## src/rtl/fwd_scoreboard.sv

```systemverilog
// fwd_scoreboard: destination-register scoreboard for the stages after EX.
// Keeps one record per post-EX slot and derives, for every EX source operand,
// which pipeline stage must forward its value. It also raises a load-use stall
// when the youngest producer is a load whose data is not yet available.
// Slot 0 is the youngest record (EX/MEM) and maps to select value 1. Slot s
// maps to select value s+1. Select 0 means the operand comes from ID/EX.

module fwd_scoreboard #(
   parameter int NUM_SRC  = 2,
   parameter int DEPTH    = 2,
   parameter int LOAD_LAT = 1,
   localparam int SEL_W   = $clog2(DEPTH + 1)
) (
   input  logic                     clk,
   input  logic                     rst,
   input  logic                     freeze_i,
   input  logic                     flush_i,
   input  logic                     ex_valid_i,
   input  logic                     ex_we_i,
   input  logic                     ex_is_load_i,
   input  logic [4:0]               ex_rd_i,
   input  logic [NUM_SRC*5-1:0]     ex_rs_i,
   output logic [NUM_SRC*SEL_W-1:0] fwd_sel_o,
   output logic                     stall_o,
   output logic [31:0]              stall_cnt_o
);

   // One destination record per post-EX slot.
   typedef struct packed {
      logic       valid;
      logic       we;
      logic       is_load;
      logic [4:0] rd;
   } slot_t;

   // An empty slot. A bubble can never match a source register.
   localparam slot_t BUBBLE = '{valid: 1'b0, we: 1'b0, is_load: 1'b0, rd: 5'd0};

   localparam logic [31:0] CNT_MAX = 32'hFFFF_FFFF;

   // A slot supplies a source only when it really writes a register other
   // than x0 and that register equals the source. Because rd must be nonzero,
   // a source of x0 never matches.
   function automatic logic slot_hit(input slot_t slot, input logic [4:0] rs);
      return slot.valid && slot.we && (slot.rd != 5'd0) && (slot.rd == rs);
   endfunction

   slot_t                slot_q [DEPTH];
   slot_t                slot_d [DEPTH];
   logic [31:0]          stall_cnt_q;
   logic [31:0]          stall_cnt_d;
   logic [SEL_W-1:0]     sel_s [NUM_SRC];
   logic [NUM_SRC-1:0]   load_hit_s;
   logic                 stall_s;

   // Per-source forwarding select. The slots are scanned from oldest to
   // youngest, so a younger match overwrites an older one and the youngest
   // producer wins. The early-load flag is taken from the winning slot only.
   always_comb begin
      for (int i = 0; i < NUM_SRC; i++) begin
         sel_s[i]      = '0;
         load_hit_s[i] = 1'b0;
         for (int s = DEPTH - 1; s >= 0; s--) begin
            if (slot_hit(slot_q[s], ex_rs_i[i*5 +: 5])) begin
               sel_s[i]      = SEL_W'(s + 1);
               load_hit_s[i] = slot_q[s].is_load && (s < LOAD_LAT);
            end else begin
               sel_s[i]      = sel_s[i];
               load_hit_s[i] = load_hit_s[i];
            end
         end
      end
   end

   // Load-use stall. A squashed or empty EX stage never stalls.
   always_comb begin
      stall_s = 1'b0;
      if (ex_valid_i && !flush_i) begin
         stall_s = |load_hit_s;
      end else begin
         stall_s = 1'b0;
      end
   end

   // Pack the per-source selects into the flat output bus.
   always_comb begin
      fwd_sel_o = '0;
      for (int i = 0; i < NUM_SRC; i++) begin
         fwd_sel_o[i*SEL_W +: SEL_W] = sel_s[i];
      end
   end

   // Next state. A freeze holds the slots and the counter. Otherwise the
   // records shift one slot older and slot 0 takes either the EX record or a
   // bubble when EX is squashed or held by a stall.
   always_comb begin
      slot_d      = slot_q;
      stall_cnt_d = stall_cnt_q;
      if (!freeze_i) begin
         for (int s = DEPTH - 1; s >= 1; s--) begin
            slot_d[s] = slot_q[s-1];
         end
         if (flush_i || stall_s) begin
            slot_d[0] = BUBBLE;
         end else begin
            slot_d[0].valid   = ex_valid_i;
            slot_d[0].we      = ex_we_i;
            slot_d[0].is_load = ex_is_load_i;
            slot_d[0].rd      = ex_rd_i;
         end
         if (stall_s && (stall_cnt_q != CNT_MAX)) begin
            stall_cnt_d = stall_cnt_q + 32'd1;
         end else begin
            stall_cnt_d = stall_cnt_q;
         end
      end else begin
         slot_d      = slot_q;
         stall_cnt_d = stall_cnt_q;
      end
   end

   // State register. Reset takes priority over freeze.
   always_ff @(posedge clk) begin
      if (rst) begin
         for (int s = 0; s < DEPTH; s++) begin
            slot_q[s] <= BUBBLE;
         end
         stall_cnt_q <= 32'd0;
      end else begin
         slot_q      <= slot_d;
         stall_cnt_q <= stall_cnt_d;
      end
   end

   assign stall_o     = stall_s;
   assign stall_cnt_o = stall_cnt_q;

endmodule

```

## config.mk

```make
export PLATFORM = sky130hd
export DESIGN_NAME = fwd_scoreboard
export DESIGN_NICKNAME = d
export VERILOG_FILES = /design/src/rtl/fwd_scoreboard.sv
export SDC_FILE = /design/constraint.sdc
export NUM_CORES = 1
export LEC_CHECK = 0
export BUFFER_PORTS_ARGS = -buffer_cell sky130_fd_sc_hd__buf_4
export CORE_UTILIZATION = 30
export DETAILED_ROUTE_END_ITERATION = 8
export PLACE_DENSITY_LB_ADDON = 0.2
export SKIP_CTS_REPAIR_TIMING = 1
export SLEW_MARGIN = 20
export SYNTH_ARGS = -nofsm -noshare
export SYNTH_HDL_FRONTEND = slang
export SYNTH_SLANG_ARGS = --single-unit
export TNS_END_PERCENT = 30
```

## constraint.sdc

```tcl
create_clock -name clk -period 3 [get_ports clk]
set_input_delay 0.6 -clock clk [delete_from_list [all_inputs] [get_ports clk]]
set_output_delay 0.6 -clock clk [all_outputs]
set_load 0.01 [all_outputs]
```

==> results.txt, run 1 <==
- Clock-pin slew was measured on the worst setup and hold paths at 100 ps.
- Summed over all cells, the static leakage comes to 0.00122 uW.
* DP HPWL: 4.67 mm
* Asr flop ratio synth: 0%
- Final routed wirelength across all metal layers: 6.58 mm
- The die covers 8900 um2.
- The first global-routing pass estimated 10.8 mm of wire.
- At the end of the flow the core is filled with cells to 39.0%.
* Most used DFF post-synth: sky130_fd_sc_hd__dfxtp_1
- Cells with a size suffix above 1 make up 24.2% of the layout.
- In this run, CTS created clock tree buffers numbering 5.
- ANT nets after route: 0
- FMAX: 0.358 GHz
- Vias per inst: 5.33
- Iteration-0 DRC count of the detailed router: 96
- Slew margin rel.: 59.3%
* Starting density of the core: 31.1%
- IO buf count: 58
* Crit path launch type: flip-flop
- Num rows: 33
- The worst-case IR drop observed on VDD is 0.183 mV.
* Commonest cells in the netlist: 47 x sky130_fd_sc_hd__dfxtp_1, 33 x sky130_fd_sc_hd__nor2_1, 21 x sky130_fd_sc_hd__a21oi_1
* Hold_ws: 513 ps
* Post-synthesis instance total: 295
- Floorplan die width: 94.3 um
* Drt drc: 0
- Net switching is 25.8% of the power.
- Initial antenna violation count: 0
- Setup repair after global routing left no endpoint under its margin.
- Synth-to-layout area growth: 25.4%
- Post-route clock period utilization: 93.1%
- Number of global-route vias before repair: 2,210
* Number of inserted filler cells in the final layout: 856
- Level count of the clock H-tree: 2
- The repair_antennas step left the layout with diodes totalling 0.
* Clock power share: 36.6%
- Of all nets on the critical path, the largest fanout is 9.
- Entering global routing, the biggest net connects 59 pins.
* Power per cell area: 354 nW/um2
- Setup tns final: 0 ps
- For this run, the detailed router's first-pass iteration total came to 4.
- Largest area contributor in the netlist: sky130_fd_sc_hd__dfxtp_1
- Insertion delay to the later sink of the worst-skew pair: 310 ps
- Sw Pwr: 294 uW
* Final period demand of the worst path: 2790 ps
- Once placement finished, the instance area stood at 3110 um2.
- Data arrives at the worst endpoint at 2190 ps.
- Warning count from the yosys run: 0
* Number of synthesized flops with an enable pin: 0
- In the post-synthesis netlist, the biggest area contributors are sky130_fd_sc_hd__dfxtp_1 37%, sky130_fd_sc_hd__nor2_1 4.8%, sky130_fd_sc_hd__xor2_1 4.8%.
* Number of vias after detailed routing: 2,432
- GRT overflow: 0
* Endpoint type of the worst setup path: output port
* Final Net Count: 373
* Clock tree from TritonCTS: built
- Number of distinct standard cells referenced by the synthesized netlist: 42
* Number of max-capacitance violations reported: 0
* Maximum root-to-sink buffer count: 2
* Final-report hold violation count: 0
* Critical path class: flip-flop to output port
- Proportion of netlist area held by the largest area contributor: 36.8%
* Number of top-level design ports: 59
- Registers are responsible for 56.1% of the overall power.
- Max-slew violation count: 0
- In the global route stage, overall resource usage came out at 15.3%.
- Combinational logic burns 7.3% of the power.
- The path class of the tightest hold or removal check is flip-flop to flip-flop.
* Slew at the pin with the worst max-slew slack: 611 ps
- Internal cell power: 843 uW
- Dividing the detail-routed wire length by the instance count gives 14.4 um.
* CP Data Required Time: 2400 ps
- Setup skew after layout: 10.6 ps
- When the netlist entered floorplanning its net count stood at 318.
* Routability-driven placement congestion ratio: 0.824
- Root buffer selected by CTS: sky130_fd_sc_hd__clkbuf_8
- Setup violations remaining at the end of the flow were counted as 0.
* Sequential-to-total area share from yosys stat: 36.8%
* Clock net sink count: 47
* Chip Height: 94.3 um
- The region available for standard cell placement spans 8220 um2.
- Synthesized cell area: 2560 um2
- Post-synthesis sequential element count: 47
- The finished cells cover 3210 um2.
- Averaged over all synthesized cells, the footprint is 8.67 um2.
- The most common cell in the synthesized netlist is sky130_fd_sc_hd__dfxtp_1.
* Result of the run: finished, final reports clean
-- power groups by stage --
| stage | combinational (uW) | clock, uW | sequential, uW |
|---|---|---|---|
| floorplan | 48.2 | 0 | 650 |
| global placement | 81.7 | 0 | 652 |
| detailed placement | 83.8 | 0 | 652 |
| CTS | 84.0 | 433 | 638 |
| global route | 91.1 | 463 | 639 |
| finish | 82.6 | 416 | 638 |
-- cells by family (layout without fill, tap and decap cells) --
group | Yosys count | count (layout) | synth area share, %
AO/OA/AOI/OAI | 57 | 57 | 15.1
adder cells (fa/ha/maj) | 1 | 1 | 0.489
multiplexers | 17 | 17 | 7.14
AND/OR/NAND/NOR | 134 | 134 | 30.6
flip-flops | 47 | 47 | 36.8
XOR/XNOR | 20 | 20 | 6.85
buffers and inverters | 19 | 75 | 2.98
-- stage by stage --
step | power (uW) | worst slack [ps] | cells
2_1_floorplan | 698 | 646 | 295
3_3_place_gp | 734 | 326 | 448
3_5_place_dp | 736 | 276 | 448
4_1_cts | 1150 | 177 | 456
5_1_grt | 1190 | 79.7 | 456
6_report | 1140 | 208 | 456
-- sequential cells by signal, indices dropped and copies added (netlist names) --
signal and count:
slot_q 15, stall_cnt_o 32
-- worst max-delay path: stages (launching register included) --
cell and delay [ps]:
sky130_fd_sc_hd__dfxtp_1 390, sky130_fd_sc_hd__or4_1 540, sky130_fd_sc_hd__o211ai_2 220, sky130_fd_sc_hd__nand4bb_4 220, sky130_fd_sc_hd__a21o_1 280, sky130_fd_sc_hd__inv_1 70
sky130_fd_sc_hd__buf_4 150
-- layer usage --
| layer | track usage (%) | routed length (um) |
|---|---|---|
| met5 | 0 | 0 |
| met4 | 3.97 | 62 |
| met3 | 3.38 | 233 |
| met2 | 24.2 | 3010 |
| met1 | 21.0 | 3280 |
-- cell usage in the layout (no fill, tap or decap), types with 8 or more instances in the layout --
cell type                 netlist  routed
sky130_fd_sc_hd__a21oi_1       21      21
sky130_fd_sc_hd__buf_4          1      62
sky130_fd_sc_hd__dfxtp_1       47      47
sky130_fd_sc_hd__mux2_2         8       8
sky130_fd_sc_hd__nand2_1       13      13
sky130_fd_sc_hd__nand3_1       14      14
sky130_fd_sc_hd__nand4_1       11      11
sky130_fd_sc_hd__nor2_1        33      33
sky130_fd_sc_hd__nor2b_1       11      11
sky130_fd_sc_hd__o21ai_0       10      10
sky130_fd_sc_hd__o31ai_1       12      12
sky130_fd_sc_hd__or3_1          9       9
sky130_fd_sc_hd__or4_1         14      14
sky130_fd_sc_hd__xor2_1        14      14
-- cell type report --
type | count | area (um2) | share of cell area, %
clock buffer | 5 | 68.8 | 2.15
clock inverter | 3 | 26.3 | 0.819
inverter | 4 | 15.0 | 0.468
multi-input combinational | 229 | 1540 | 48.0
sequential | 47 | 941 | 29.3
tap | 105 | 131 | 4.10
timing repair buffer | 63 | 485 | 15.1
-- worst paths after layout --
check | startpoint | cells past startpoint | end | slack (ps)
max reg2reg | stall_cnt_o[9]$_SDFFE_PP0P_ | 6 | stall_cnt_o[24]$_SDFFE_PP0P_ | 490
min reg2reg | stall_cnt_o[31]$_SDFFE_PP0P_ | 2 | stall_cnt_o[31]$_SDFFE_PP0P_ | 510
max | slot_q[9]$_SDFFE_PP0N_ | 6 | stall_o | 210
min | stall_cnt_o[31]$_SDFFE_PP0P_ | 2 | stall_cnt_o[31]$_SDFFE_PP0P_ | 510
No activity file was read; power rests on OpenSTA's default activity.
==> inputs of run 2 (changes only) <==
- ABC_AREA: unset -> 1
- BUFFER_PORTS_ARGS: -buffer_cell sky130_fd_sc_hd__buf_4 -> unset
- DONT_BUFFER_PORTS: unset -> 1
==> run 2 against run 1 <==
  * Via count grew 12%
  * Global-route usage is 0.51 points higher
  * Die area up 16%
  * Maximum frequency rose by 16%
  * Design area shrank 1.1%
  * Wire length rose by 19%
  * Synthesized cell count up 54%
  * Sequential share of layout area increased by 0.31 points
  * Clock power is 19% higher
==> results.txt, run 2 <==
* Final-report hold violation count: 0 (unchanged)
- Xor/xnor cell area share of the yosys netlist: 10.3% (+3.5 points)
- The number of warnings issued by yosys was 0 (unchanged).
* Number of global-route vias before repair: 2,549 (+15%)
- Critical path class: flip-flop to output port
- STA classifies the critical path startpoint as a flip-flop.
- The final cycle utilization of the critical path came to 80.0% (-13 points).
- Internal cell power: 914 uW (+8.5%)
- Number of setup violations in the final report: 0 (unchanged)
- The run finished with clean final reports.
- Worst-path maximum fanout: 14 (+5)
- Proportion of netlist area held by the largest area contributor: 31.7% (-5.1 points)
* Drt drc: 0 (unchanged)
- Synthesized cell area: 2970 um2 (+16%)
* Startpoint of the most critical setup path: slot_q[8]$_SDFFE_PP0N_
- Post-synthesis instance total: 454 (+54%)
- Slew at the pin with the worst max-slew slack: 537 ps (-74.0 ps)
- By area, the combinational part of the netlist is dominated by simple AND/OR/NAND/NOR gates.
- Clock power share: 41.2% (+4.6 points)
- The number of enable flip-flop cells after synthesis is 0 (unchanged).
- DP HPWL: 6.07 mm (+30%)
* Commonest cells after routing, fill and taps aside: 100 x sky130_fd_sc_hd__nand2_1, 81 x sky130_fd_sc_hd__nor2_1, 54 x sky130_fd_sc_hd__inv_1
- The worst register-to-register path ends at stall_cnt_o[29]$_SDFFE_PP0P_.
- Mapped Nets: 477 (+50%)
- The largest voltage drop on the vdd net was 0.171 mV (-6.4%).
- The area of all placed cells without fillers came to 3170 um2 (-1.1%).
- The switching power summed over all nets is 291 uW (-0.83%).
- Die outline area: 10,300 um2 (+16%)
- Mux share of post-synthesis cell area: 0% (-7.1 points)
- Level count of the clock H-tree: 2 (unchanged)
* Sequential-to-total area share from yosys stat: 31.7% (-5.1 points)
- Global router's overall resource usage: 15.8% (+0.51 points)
* Number of vias after detailed routing: 2,727 (+12%)
- Launch instance of the worst min-delay path: rst
* Worst Reg-to-Reg Cells: 10 (+4)
* Leakage: 0.00127 uW (+4.2%)
- In this run the clock root is driven by a sky130_fd_sc_hd__clkbuf_8.
- sky130_fd_sc_hd__nand2_1 is the most common cell in the netlist.
- The initial cell density of the core came to 31.5% (+0.37 points).
- The number of input and output port buffers inserted came to 0 (-100%).
- The count of state elements after synthesis is 47 (unchanged).
- Area share of and/or/nand/nor cells after synthesis: 40.0% (+9.3 points)
- The worst register-to-register path begins at stall_cnt_o[0]$_SDFFE_PP0P_.
- Floorplan Core Area: 9420 um2 (+15%)
* Sw frac: 24.2% (-1.7 points)
- Commonest cells in the netlist: 100 x sky130_fd_sc_hd__nand2_1, 81 x sky130_fd_sc_hd__nor2_1, 54 x sky130_fd_sc_hd__inv_1, 47 x sky130_fd_sc_hd__dfxtp_1, 26 x sky130_fd_sc_hd__xor2_1
* Final routed wirelength across all metal layers: 7.83 mm (+19%)
- RSZ-0062 raised after global routing: false
* Final Net Count: 471 (+26%)
* Number of flip-flops in the largest register: 32 (unchanged)
- Setup slack on the worst flop-to-flop path: 820 ps (+330 ps)
* Endpoint type of the worst setup path: output port
- The wire length of the first global-routing pass is 12.7 mm (+18%).
* Total cell area at the placement stage: 3060 um2 (-1.8%)
- The accumulated negative setup slack is 0 ps (unchanged).
- Iteration-0 DRC count of the detailed router: 77 (-20%)
- Setup skew after layout: 7.77 ps (-2.85 ps)
- FMAX: 0.417 GHz (+16%)
- The number of max-cap violations was 0 (unchanged).
* CP Data Required Time: 2400 ps (about the same)
- The global-route congestion overflow total came to 0 (unchanged).
- The fraction of registers with async set or reset after synthesis came to 0% (unchanged).
- Share of layout cells above drive strength 1: 8.02% (-16 points)
- sky130_fd_sc_hd__dfxtp_1 takes more of the synthesized area than any other cell.
- Worst Hold Class: input port to flip-flop
* Clock net sink count: 47 (unchanged)
* Fraction of power consumed by sequential logic: 53.5% (-2.6 points)
- The chip height came to 101 um (+7.5%).
- The adder-cell share of the synthesized area is 0.422% (-0.067 points).
- The maximum root-to-sink buffer count is 2 (unchanged).
- The number of inserted diodes was 0 (unchanged).
- The mean number of vias per cell is 4.72 (-12%).
* Synth-to-layout area growth: 7.05%
- The first-pass iteration count of the detailed router is 4 (unchanged).
- The number of rows in the core area was 35 (+6.1%).
- End point of the worst hold path: stall_cnt_o[30]$_SDFFE_PP0P_
* Floorplan die width: 101 um (+7.5%)
* Number of distinct standard cells referenced by the synthesized netlist: 32 (-24%)
- TritonCTS built the clock tree.
* Worst hold path stage count: 1 (-1)
* Clock-pin transition on the worst setup and hold timing paths: 100 ps (about the same)
- The met2 global-route usage came to 28.3% (+4.1 points).
- The global placer's final weighted congestion is 0.853 (+3.5%).
* Leading cell type in the layout, fill and taps excluded: sky130_fd_sc_hd__nand2_1
- The insertion delay to the later sink of the worst-skew pair came to 310 ps (about the same).
- The final-layout worst hold slack was 344 ps (-169 ps).
* Initial antenna violation count: 0 (unchanged)
- The routing usage on met1 came to 18.9% (-2.1 points).
- Pin count of the biggest net entering global routing: 33 (-44%)
- Post-Place Worst Slack: 719 ps (+443 ps)
- The number of top-level design ports was 59 (unchanged).
- The post-detailed-route wirelength per cell is 13.5 um (-6.1%).
* Critical Path AT: 1800 ps (-390 ps)
* Fraction of the mapped netlist area in compound gates: 7.51% (-7.6 points)
- Proportion of power drawn by combinational gates: 5.3% (-2.0 points)
- Among all flip-flop cells after synthesis, the most frequent one is sky130_fd_sc_hd__dfxtp_1.
* Final period demand of the worst path: 2400 ps (-392 ps)
- ANT nets after route: 0 (unchanged)
* Grt met3 use: 3.66% (+0.28 points)
* Slew margin rel.: 63.9% (+4.7 points)
* Power per cell area: 380 nW/um2 (+7.2%)
- In this run the most used layer during global routing was met2.
- Max-slew violation count: 0 (unchanged)
- Worst Slack Setup Final: 600 ps (+392 ps)
- CTS buffer count: 5 (unchanged)
- Mean Syn Cell Area: 6.53 um2 (-25%)
- Synth area leaders: sky130_fd_sc_hd__dfxtp_1 32%, sky130_fd_sc_hd__nand2_1 13%, sky130_fd_sc_hd__nor2_1 10%
run 2: routing by layer:
layer / wire [um] / share of wire (%)
met4: 119 / 1.5
met1: 3410 / 44
met5: 0 / 0
met3: 455 / 5.8
met2: 3840 / 49
run 2: worst max-delay path: stages, from the launching register on:
cell	delay, ps
sky130_fd_sc_hd__dfxtp_1	460
sky130_fd_sc_hd__xnor2_1	150
sky130_fd_sc_hd__nand2_1	70
sky130_fd_sc_hd__nor2_1	90
sky130_fd_sc_hd__nand3_1	110
sky130_fd_sc_hd__nand2_2	260
sky130_fd_sc_hd__nand2_2	200
sky130_fd_sc_hd__inv_1	150
run 2: worst max-delay path by stage:
stage | to | slack (ps) | depth (start not counted)
global route | stall_o | 380 | 7
global placement | stall_o | 800 | 4
finish | stall_o | 600 | 7
CTS | stall_o | 580 | 7
detailed placement | stall_cnt_o[29]$_SDFFE_PP0P_ | 720 | 5
floorplan | stall_o | 890 | 6
run 2: logic make-up (layout without fill, tap and decap cells):
group	after synthesis	after routing
and+or+nand+nor	258	258
AOI/OAI and AO/OA	41	41
buffers and inverters	72	67
DFF	47	47
adders and majority gates	1	1
xor gates and xnor gates	35	35
run 2: layout make-up:
cell class              count  area [um2]
clock buffers               5        68.8
clock inverters             3        47.5
fillers                  1060        6240
inverters                  57         214
multi-input cells         335        1730
flip-flops and latches     47         941
well taps                 129         161
repair buffers              2        15.0
run 2: power by group through the flow:
stage / Clock, uW / Combinational [uW] / Sequential, uW
after floorplan: 0 / 58.8 / 656
after global placement: 0 / 63.8 / 659
after detailed placement: 0 / 64.4 / 660
after CTS: 518 / 64.7 / 645
after global routing: 539 / 72.4 / 647
final: 497 / 64.0 / 645
run 2: metrics by stage:
| step | instances | total power, uW | utilization, % |
|---|---|---|---|
| final | 578 | 1210 | 33.7 |
| after CTS | 578 | 1230 | 33.7 |
| after global routing | 578 | 1260 | 33.7 |
| after global placement | 570 | 723 | 32.5 |
| after floorplan | 454 | 715 | - |
| after detailed placement | 570 | 724 | 32.5 |
